### config.mk
export PLATFORM = sky130hd
export DESIGN_NAME = adpcm_bus_master
export DESIGN_NICKNAME = d
export VERILOG_FILES = /design/src/rtl/adpcm_bus_pkg.sv /design/src/rtl/adpcm_phase_cnt.sv /design/src/rtl/adpcm_bus_master.sv
export SDC_FILE = /design/constraint.sdc
export NUM_CORES = 1
export LEC_CHECK = 0
export CAP_MARGIN = 20
export CORE_MARGIN = 2
export CORE_UTILIZATION = 44
export DETAILED_ROUTE_END_ITERATION = 6
export PLACE_DENSITY = 0.82
export SETUP_SLACK_MARGIN = 0.2
export SYNTH_ARGS = -nofsm -noshare
export SYNTH_HDL_FRONTEND = slang
export SYNTH_SLANG_ARGS = --single-unit
### constraint.sdc
create_clock -name CLK -period 1.55 [get_ports CLK]
set_input_delay 0.31 -clock CLK [delete_from_list [all_inputs] [get_ports CLK]]
set_output_delay 0.31 -clock CLK [all_outputs]
set_load 0.05 [all_outputs]
### src/rtl/adpcm_bus_pkg.sv
// Shared types and constants for the YM2610 ADPCM sample-ROM bus master.
//   state_t     : transaction sequencer states
//   BUS_SDR/SDP : request bus select encoding
//   bus_pins_t  : registered pin bundle for one bus (MPX, nOE, pad OE, upper address, AD)
//   drive_pins  : pin values for the selected bus in a given state
package adpcm_bus_pkg;

    typedef enum logic [2:0] {
        IDLE,
        ADDR_LO,
        MPX_HI,
        ADDR_HI,
        MPX_LO,
        TURN,
        READ,
        DONE
    } state_t;

    localparam logic BUS_SDR = 1'b0;
    localparam logic BUS_SDP = 1'b1;

    localparam int SDR_HALF_W = 10;
    localparam int SDP_HALF_W = 12;

    typedef struct packed {
        logic       mpx;
        logic       n_oe;
        logic       pad_oe;
        logic [3:0] a;
        logic [7:0] ad;
    } bus_pins_t;

    localparam bus_pins_t PINS_IDLE = '{mpx: 1'b0, n_oe: 1'b1, pad_oe: 1'b0, a: 4'h0, ad: 8'h00};

    // half is the address half currently on the bus, zero-extended to 12 bits.
    // The half is held through TURN/READ/DONE so the pads never glitch
    // between the address phase and the read.
    function automatic bus_pins_t drive_pins(state_t st, logic [11:0] half);
        bus_pins_t p;
        p = PINS_IDLE;
        if (st != IDLE) begin
            p.mpx    = (st == MPX_HI) || (st == ADDR_HI);
            p.n_oe   = (st != READ);
            p.pad_oe = (st == ADDR_LO) || (st == MPX_HI) || (st == ADDR_HI) || (st == MPX_LO);
            p.a      = half[11:8];
            p.ad     = half[7:0];
        end
        return p;
    endfunction

endpackage

### src/rtl/adpcm_phase_cnt.sv
// Loadable 4-bit down-counter shared by all timed sequencer states.
//   clk, reset : clock and synchronous active-high reset
//   load       : reload with load_val (asserted on state entry)
//   load_val   : cycles-in-state minus one
//   zero       : count has reached zero (last cycle of the state)
module adpcm_phase_cnt (
    input  logic       clk,
    input  logic       reset,
    input  logic       load,
    input  logic [3:0] load_val,
    output logic       zero
);

    logic [3:0] cnt;

    always_ff @(posedge clk) begin
        if (reset) begin
            cnt <= 4'd0;
        end else if (load) begin
            cnt <= load_val;
        end else if (cnt != 4'd0) begin
            cnt <= cnt - 4'd1;
        end
    end

    assign zero = (cnt == 4'd0);

endmodule

### src/rtl/adpcm_bus_master.sv
// YM2610 ADPCM sample-ROM bus initiator. Takes one 24-bit byte-read request,
// drives it as two multiplexed address halves with MPX strobes on either the
// ADPCM-A (SDR) or ADPCM-B (SDP) bus, then pulses the read enable and returns
// the captured byte.
//   CLK, RESET                      : clock, synchronous active-high reset
//   REQ_VALID/READY/BUS/ADDR        : request handshake (READY only in IDLE)
//   RSP_VALID, RSP_DATA             : one-cycle response pulse, data held
//   SDRAD_O/_I/_OE, SDRA_L, SDRA_U  : SDR address/data pads and upper address
//   SDRMPX, nSDROE                  : SDR strobe and read enable
//   SDPAD_O/_I/_OE, SDPA            : SDP address/data pads and upper address
//   SDPMPX, nSDPOE                  : SDP strobe and read enable
module adpcm_bus_master #(
    parameter int PHASE_CYC = 2,
    parameter int OE_CYC    = 4
) (
    input  logic        CLK,
    input  logic        RESET,
    input  logic        REQ_VALID,
    output logic        REQ_READY,
    input  logic        REQ_BUS,
    input  logic [23:0] REQ_ADDR,
    output logic        RSP_VALID,
    output logic [7:0]  RSP_DATA,
    output logic [7:0]  SDRAD_O,
    input  logic [7:0]  SDRAD_I,
    output logic        SDRAD_OE,
    output logic [1:0]  SDRA_L,
    output logic [3:0]  SDRA_U,
    output logic        SDRMPX,
    output logic        nSDROE,
    output logic [7:0]  SDPAD_O,
    input  logic [7:0]  SDPAD_I,
    output logic        SDPAD_OE,
    output logic [3:0]  SDPA,
    output logic        SDPMPX,
    output logic        nSDPOE
);

    import adpcm_bus_pkg::*;

    if (PHASE_CYC < 1 || PHASE_CYC > 15) begin : g_bad_phase_cyc
        $error("adpcm_bus_master: PHASE_CYC must be in 1..15");
    end
    if (OE_CYC < 1 || OE_CYC > 15) begin : g_bad_oe_cyc
        $error("adpcm_bus_master: OE_CYC must be in 1..15");
    end

    localparam logic [3:0] PHASE_LOAD = 4'(PHASE_CYC - 1);
    localparam logic [3:0] OE_LOAD    = 4'(OE_CYC - 1);

    state_t      state, state_nx;
    logic        bus_q, bus_nx;
    logic [23:0] addr_q, addr_nx;
    logic        accept;
    logic        cnt_load, cnt_zero;
    logic [3:0]  cnt_val;
    logic        lo_phase;
    logic [11:0] half_nx;
    bus_pins_t   sel_pins;
    bus_pins_t   sdr_q, sdp_q;
    logic [3:0]  sdra_u_q;
    logic        sdr_a_unused;

    assign accept  = (state == IDLE) && REQ_READY && REQ_VALID;
    assign bus_nx  = accept ? REQ_BUS  : bus_q;
    assign addr_nx = accept ? REQ_ADDR : addr_q;

    always_comb begin
        state_nx = state;
        unique case (state)
            IDLE:    if (accept)   state_nx = ADDR_LO;
            ADDR_LO: if (cnt_zero) state_nx = MPX_HI;
            MPX_HI:  if (cnt_zero) state_nx = ADDR_HI;
            ADDR_HI: if (cnt_zero) state_nx = MPX_LO;
            MPX_LO:  if (cnt_zero) state_nx = TURN;
            TURN:                  state_nx = READ;
            READ:    if (cnt_zero) state_nx = DONE;
            DONE:                  state_nx = IDLE;
            default:               state_nx = IDLE;
        endcase
    end

    // Reloading on every state change keeps the untimed states harmless:
    // whatever they load is overwritten on entry to the next timed state.
    assign cnt_load = (state_nx != state);
    assign cnt_val  = (state_nx == READ) ? OE_LOAD : PHASE_LOAD;

    adpcm_phase_cnt u_phase_cnt (
        .clk      (CLK),
        .reset    (RESET),
        .load     (cnt_load),
        .load_val (cnt_val),
        .zero     (cnt_zero)
    );

    // Pin values are computed from the next state so every pin is a flop
    // that changes together with the state register.
    always_comb begin
        lo_phase = (state_nx == ADDR_LO) || (state_nx == MPX_HI);
        if (bus_nx == BUS_SDR) begin
            half_nx = lo_phase ? 12'(addr_nx[SDR_HALF_W-1:0])
                               : 12'(addr_nx[2*SDR_HALF_W-1:SDR_HALF_W]);
        end else begin
            half_nx = lo_phase ? addr_nx[SDP_HALF_W-1:0]
                               : addr_nx[2*SDP_HALF_W-1:SDP_HALF_W];
        end
        sel_pins = drive_pins(state_nx, half_nx);
    end

    always_ff @(posedge CLK) begin
        if (RESET) begin
            state     <= IDLE;
            bus_q     <= BUS_SDR;
            addr_q    <= 24'h0;
            sdr_q     <= PINS_IDLE;
            sdp_q     <= PINS_IDLE;
            sdra_u_q  <= 4'h0;
            REQ_READY <= 1'b0;
            RSP_VALID <= 1'b0;
            RSP_DATA  <= 8'h00;
        end else begin
            state     <= state_nx;
            bus_q     <= bus_nx;
            addr_q    <= addr_nx;
            sdr_q     <= (bus_nx == BUS_SDR) ? sel_pins : PINS_IDLE;
            sdp_q     <= (bus_nx == BUS_SDP) ? sel_pins : PINS_IDLE;
            sdra_u_q  <= ((bus_nx == BUS_SDR) && (state_nx != IDLE)) ? addr_nx[23:20] : 4'h0;
            REQ_READY <= (state_nx == IDLE);
            RSP_VALID <= (state_nx == DONE);
            if ((state == READ) && cnt_zero) begin
                RSP_DATA <= (bus_q == BUS_SDP) ? SDPAD_I : SDRAD_I;
            end
        end
    end

    assign SDRMPX   = sdr_q.mpx;
    assign nSDROE   = sdr_q.n_oe;
    assign SDRAD_OE = sdr_q.pad_oe;
    assign SDRAD_O  = sdr_q.ad;
    assign SDRA_L   = sdr_q.a[1:0];
    assign SDRA_U   = sdra_u_q;

    // The SDR half is only 10 bits wide, so the top of its upper-address field is always zero.
    assign sdr_a_unused = ^sdr_q.a[3:2];

    assign SDPMPX   = sdp_q.mpx;
    assign nSDPOE   = sdp_q.n_oe;
    assign SDPAD_OE = sdp_q.pad_oe;
    assign SDPAD_O  = sdp_q.ad;
    assign SDPA     = sdp_q.a;

endmodule

# Yosys cells after proc, flatten, opt, wreduce, memory -nomap -nowiden
# Index checks and enable logic that the tools add are counted.
op_classes:
  reduce_logical: 17
  n_addsub: 1
  n_eq_ne: 15
  bitwise_logic: 2
  muxes: 17
op_table:
  columns: ["op", "n"]
  rows:
  - ["2-to-1 mux 12 bit", 2]
  - ["2-to-1 mux 24 bit", 1]
  - ["one-hot mux 3 bit (8 select lines)", 1]
  - ["== test 3 bit (second input constant)", 7]
  - ["2-to-1 mux 3 bit", 6]
  - ["2-to-1 mux 15 bit", 1]
  - ["== test 3 x 2 -> 1 bit (second input constant)", 4]
  - ["2-to-1 mux 10 bit", 1]
  - ["2-to-1 mux 4 bit", 2]
  - ["2-to-1 mux 8 bit", 1]
  - ["== test 3 x 1 -> 1 bit (second input constant)", 2]
  - ["zero test 3 bit", 2]
  - ["OR reduction 2 bit", 3]
  - ["logical AND 1 bit", 4]
  - ["zero test 4 bit", 1]
  - ["logical OR 1 bit", 4]
  - ["nonzero test 4 bit", 1]
  - ["subtractor 4 x 1 -> 4 bit (second input constant)", 1]
  - ["!= test 3 bit", 1]
  - ["!= test 3 bit (second input constant)", 1]
  - ["nonzero test 3 bit", 1]
  - ["2-to-1 mux 2 bit", 1]
  - ["NOT 1 bit", 2]
  - ["nonzero test 2 bit", 1]
  - ["2-to-1 mux 1 bit", 1]
totals:
  in_bits: 44
  regBits: 74
  word_cells: 70

# Depth between registers and ports, before layout
depth:
  depth_word: 10
  mapped_depth: 8
  mapped_depth_nobuf: 6

# Modules after synthesis
# Synthesis repeated with hierarchy kept, for this count alone.
unflattened:
  cells_unflattened: 336
  area_unflattened_um2: 3030.4
by_module_without_submodules:
  columns: ["mod", "cells_each", "n_inst", "area_per_inst_um2"]
  rows:
  - ["adpcm_bus_master", 312, 1, 2801.4]
  - ["adpcm_phase_cnt", 24, 1, 229.0]

# Worst setup path before layout
# Ideal clock, no wire load.
synth_path:
  kind: "flip-flop to flip-flop"
  startpoint: "reg REQ_READY"
  endpoint: "reg sdr_q (netlist bit SDRAD_O[2])"
  period_less_slack_ns: 1.764
  t_required_ns: 1.479
  arrival_ns: 1.693
  slack_ns: -0.214
  path_stages_with_launch: 7
  setup_ns: 0.071
  path_cell_list: "dfxtp_1 and2_1 buf_2 buf_2 nand3_1 a211o_1 a21oi_1"
synth_via:
  elab_chain_cells: 9
  word_cells_on_any_way: 15
  cone_classes: "eq/ne (2); mux (8); reduce/logical (5)"
synth_rtl:
  columns: ["item", "line", "rtl"]
  rows:
  - ["from (decl)", "adpcm_bus_master.sv:19", "output logic REQ_READY,"]
  - ["from (signal assigned)", "adpcm_bus_master.sv:128", "REQ_READY <= (state_nx == IDLE);"]
  - ["logical AND 1 bit * (2 in a row)", "adpcm_bus_master.sv:64", "assign accept = (state == IDLE) && REQ_READY && REQ_VALID;"]
  - ["2-to-1 mux 3 bit", "adpcm_bus_master.sv:71", "IDLE: if (accept) state_nx = ADDR_LO;"]
  - ["one-hot mux 3 bit (8 select lines)", "adpcm_bus_master.sv:70", "unique case (state)"]
  - ["== test 3 x 1 -> 1 bit or == test 3 x 2 -> 1 bit (tied branches)", "adpcm_bus_master.sv:99", "lo_phase = (state_nx == ADDR_LO) || (state_nx == MPX_HI);"]
  - ["logical OR 1 bit", "adpcm_bus_master.sv:99", null]
  - ["2-to-1 mux 10 bit or 2-to-1 mux 12 bit (tied branches)", "adpcm_bus_master.sv:101, adpcm_bus_master.sv:104", null]
  - ["2-to-1 mux 12 bit", "adpcm_bus_master.sv:100", "if (bus_nx == BUS_SDR) begin"]
  - ["2-to-1 mux 15 bit", "adpcm_bus_pkg.sv:41", "if (st != IDLE) begin"]
  - ["to (signal assigned)", "adpcm_bus_master.sv:125", "sdr_q <= (bus_nx == BUS_SDR) ? sel_pins : PINS_IDLE;"]
  - ["to (decl)", "adpcm_bus_master.sv:60", "bus_pins_t sdr_q, sdp_q;"]
# Every way passes the cells marked *; elsewhere a longest branch is shown, timed or not.
# A chain may end at the register's enable or synchronous reset.

# Final worst setup path
layout_path:
  startpoint: "reg u_phase_cnt.cnt[1]"
  endpoint: "reg sdr_q (netlist bit SDRA_L[0])"
layout_via:
  elab_chain_cells: 8
  word_cells_on_any_way: 15
  cone_classes: "eq/ne (2); mux (10); reduce/logical (3)"
layout_rtl:
  columns: ["item", "line", "rtl"]
  rows:
  - ["from (decl)", "adpcm_phase_cnt.sv:14", "logic [3:0] cnt;"]
  - ["from (signal assigned)", "adpcm_phase_cnt.sv:20", "cnt <= load_val;"]
  - ["from (signal assigned)", "adpcm_phase_cnt.sv:22", "cnt <= cnt - 4'd1;"]
  - ["zero test 4 bit *", "adpcm_phase_cnt.sv:26", "assign zero = (cnt == 4'd0);"]
  - ["2-to-1 mux 3 bit (on tied branches)", null, null]
  - ["one-hot mux 3 bit (8 select lines) *", "adpcm_bus_master.sv:70", null]
  - ["== test 3 x 1 -> 1 bit or == test 3 x 2 -> 1 bit (tied branches)", "adpcm_bus_master.sv:99", null]
  - ["logical OR 1 bit", "adpcm_bus_master.sv:99", null]
  - ["2-to-1 mux 10 bit or 2-to-1 mux 12 bit (tied branches)", "adpcm_bus_master.sv:101, adpcm_bus_master.sv:104", null]
  - ["2-to-1 mux 12 bit", "adpcm_bus_master.sv:100", null]
  - ["2-to-1 mux 15 bit *", "adpcm_bus_pkg.sv:41", null]
# Marked as above.

==> implementation parameters <==
Parameter                              Value

Floorplanning
  Height of the chip    91.7 µm
  Top-level I/O count    86
  Num rows    31
  Placeable core region    7330 µm²
  Initial core utilization    a little under half
  Total die area    between 8000 and 9000 µm²
  Horiz. Die Dim    approximately 90 µm

Place
  GPL Wtd Cong    about 0.8
  I/O Buffers    85
  Detailed-placement wirelength estimate    between 6000 and 7000 µm
  Placed cell count    556
  Placed standard-cell area    ~4700 µm²

Synth
  Synth Net Count    400
  Number of storage elements in the synthesis netlist    74
  Number of flops mapped to enable cells by yosys    0
  Most common flop cell mapped by yosys    dfxtp_1
  Yosys cell types    between 40 and 50
  Mean Syn Cell Area    roughly 9.5 µm²
  Top cell type's share of synthesized area    43.8%
  Mapped cell area    3380 µm²
  Number of warnings issued by yosys    0
  Cells taking the most area after synthesis    dfxtp_1, a21oi_1, mux2i_1
  Cell taking the most area after synthesis    dfxtp_1
  Proportion of synthesized chip area in sequential cells    between 40 and 50%
  Instance count of the mapped netlist    355
  Share of async-settable or async-resettable flops after synthesis    0%

Drt
  Via Count    approximately 3,400
  Avg WL per Cell    around 19 µm
  Wire length reported by the detailed router    around 11,000 µm
  Post-DRT Antenna Nets    0
  Drt pass-1 iters    4
  Sum of routed wire segments on met1    roughly 4500 µm
  Starting DRC count in detailed routing    roughly 230
  Highest metal layer with signal wires    met4
  Length of routed met2 wiring    between 5000 and 6000 µm
  Remaining design rule violation count    0
  Post-DR vias/cell    about 5.7
  Met3 layer wire length in the routed design    around 660 µm

Finish
  Layout Area Growth over Synthesis    65.0%
  Most common library cell in the layout ignoring fill and taps    buf_4
  Ant diodes    0
  Total number of nets in the final design    about 540
  Leading cell types in the layout, fill and taps excluded    buf_4, dfxtp_1, clkdlybuf4s50_1
  Non-filler cells in the finished layout    roughly 600
  Fraction of final layout cells with drive strength greater than 1    between 40% and 50%
  Final design area excluding fillers    5580 µm²

Power
  Portion of total power attributed to combinational logic    between 50% and 60%
  Power density normalized to cell area    1550 nW/µm²
  Peak supply drop    0.863 mV
  Internal cell power    around 0.0050 W
  Overall power of the completed layout    around 0.0086 W
  Fraction of power consumed by sequential logic    27.1%
  Proportion of total power due to net switching    roughly two fifths
  Net switching power of the design    around 0.0036 W
  Power share of the clock group    17.0%
  Leakage power    roughly 2.1 nW

Setup path
  Critical-path cell list    inv_2 -> ha_4 -> or3b_4 -> a2bb2oi_4 -> buf_12 -> a2bb2oi_2 -> nor3_1
  Worst setup path category    reg -> reg
  Startpoint class of the critical path    flop
  Critical path fanouts, max    19
  Worst setup EP type    flop
  Data arrival time of the critical path    around 2 ns
  Required time of the worst setup path    roughly 1.8 ns
  Slowest CP cell    or3b_4
  Largest stage delay on the critical path    around 0.4 ns

Clocking
  Post-CTS Hold Buffers    0
  Clock insertion delay at the later pin of the skew report    0.38 ns
  Number of buffers created by CTS    9
  Clock tree from TritonCTS    yes
  Clock transition at the registers of the reported paths    approximately 0.09 ns
  # H-tree levels    3
  Cell chosen for the clock root    clkbuf_8
  Clock net sink count    74
  Number of buffers on the longest clock path    2

Global route
  Maximum number of pins on one net before global-route repair    26
  Initial antenna violation count    0
  Grt total ovfl    0
  GRT Overall Usage    between 20% and 30%
  First-pass GRT wire length    roughly 16,000 µm
  Vias in the first global route    approximately 3,300

Timing
  Slew at the pin closest to its max-slew limit    roughly 0.38 ns
  Post-route minimum period    around 1.7 ns
  Worst slew margin relative to its limit    74.7%
  Unrepaired setup endpoints after global routing    true
  Count of final max-slew check failures    0
  Count of endpoints failing setup in the final report    33
  Maximum clock rate    approximately 0.58 GHz
  Final critical-path share of the clock period    112%
  Setup slack after layout    -0.182 ns
  Final clock skew    roughly 0.014 ns
  Final count of hold timing violations    0

Run status
  Failing checks    setup timing
  Status    complete, but fails checks

Job
  Max_cap viols    0

Worst hold path
  Min-Delay Path Class    reg -> reg
[what timing repair did]
| action | in CTS | in global routing |
|---|---|---|
| resized for setup | 56 | 47 |
| setup buffers | 8 | 11 |
| setup endpoints to repair | 71 | 71 |
| endpoints found under the hold margin | 0 | 0 |
| pin swaps | 14 | 29 |
| gates cloned | 2 | 1 |
[synthesized netlist by cell type, drive strengths merged (9+ instances only)]
cell     n
clkbuf  11
o21ai   14
dfxtp   74
mux2     9
o221ai   9
nor2    26
a211oi  11
nand3   21
a21oi   48
nand2   31
a211o   10
buf     20
mux2i   23
[area by class of cell]
class | instances | area, µm²
tap | 99 | 124
multi-input combinational | 247 | 2090
clock buffer | 9 | 124
fill | 436 | 1750
clock inverter | 7 | 60.1
sequential | 74 | 1500
timing repair buffer | 155 | 1670
inverter | 3 | 11.3
[worst paths after layout]
path                           start   endpoint  slack [ns]  cells after the start
setup / recovery  u_phase_cnt.cnt[1]  SDRA_L[0]       -0.18                      7
hold / removal             addr_q[5]  addr_q[5]        0.47                      2
hold reg to reg            addr_q[5]  addr_q[5]        0.47                      2
setup reg to reg  u_phase_cnt.cnt[1]  SDRA_L[0]       -0.18                      7
[cells by family (layout without fill, tap and decap cells)]
kind of cell	count (synthesis)	in the layout	synth area share, %
fa+ha+maj	1	1	0.370
buf+inv	34	174	5.44
xor+xnor	4	4	1.04
simple gates	109	109	16.8
mux	32	32	9.81
flops	74	74	43.8
compound gates	101	101	22.7
[layer usage]
metal | vias up | GRT usage, %
li1 | 1561 | -
met1 | 1636 | 29.2
met2 | 148 | 42.4
met3 | 35 | 5.83
met4 | 0 | 12.6
met5 | - | 0
[flip-flops by register name, indices dropped and copies added, names as in the netlist, 2 cells and up]
name	count
SDPA	4
state	3
SDRAD_O	8
SDRA_U	4
SDPAD_O	8
u_phase_cnt.cnt	4
addr_q	24
SDRA_L	2
RSP_DATA	8
[metrics by stage]
stage | utilization [%] | TNS [ns] | worst slack (ns) | hold WS [ns]
5_1_grt | 76.1 | -6.41 | -0.273 | 0.488
2_1_floorplan | - | -0.0169 | -0.00495 | 0.443
3_5_place_dp | 64.2 | -18.37 | -0.479 | 0.464
6_report | 76.1 | -3.81 | -0.182 | 0.469
3_3_place_gp | 64.2 | -14.72 | -0.394 | 0.459
4_1_cts | 71.2 | -3.20 | -0.159 | 0.471
[power groups by stage]
stage | registers (W) | clock network, W | logic [W]
finish | 0.00234 | 0.00146 | 0.00482
CTS | 0.00233 | 0.00145 | 0.00414
detailed placement | 0.00236 | 0 | 0.00365
global route | 0.00236 | 0.00157 | 0.00506
global placement | 0.00235 | 0 | 0.00355
floorplan | 0.00262 | 0 | 0.00200
[critical path, delay by kind of cell, from the launching register on]
family          cells  cell delay (ns)
compound gates      2             0.40
fa+ha+maj           1             0.14
buf+inv             2             0.25
flops               1             0.33
simple gates        2             0.48
No activity file was read; power rests on OpenSTA's default activity.
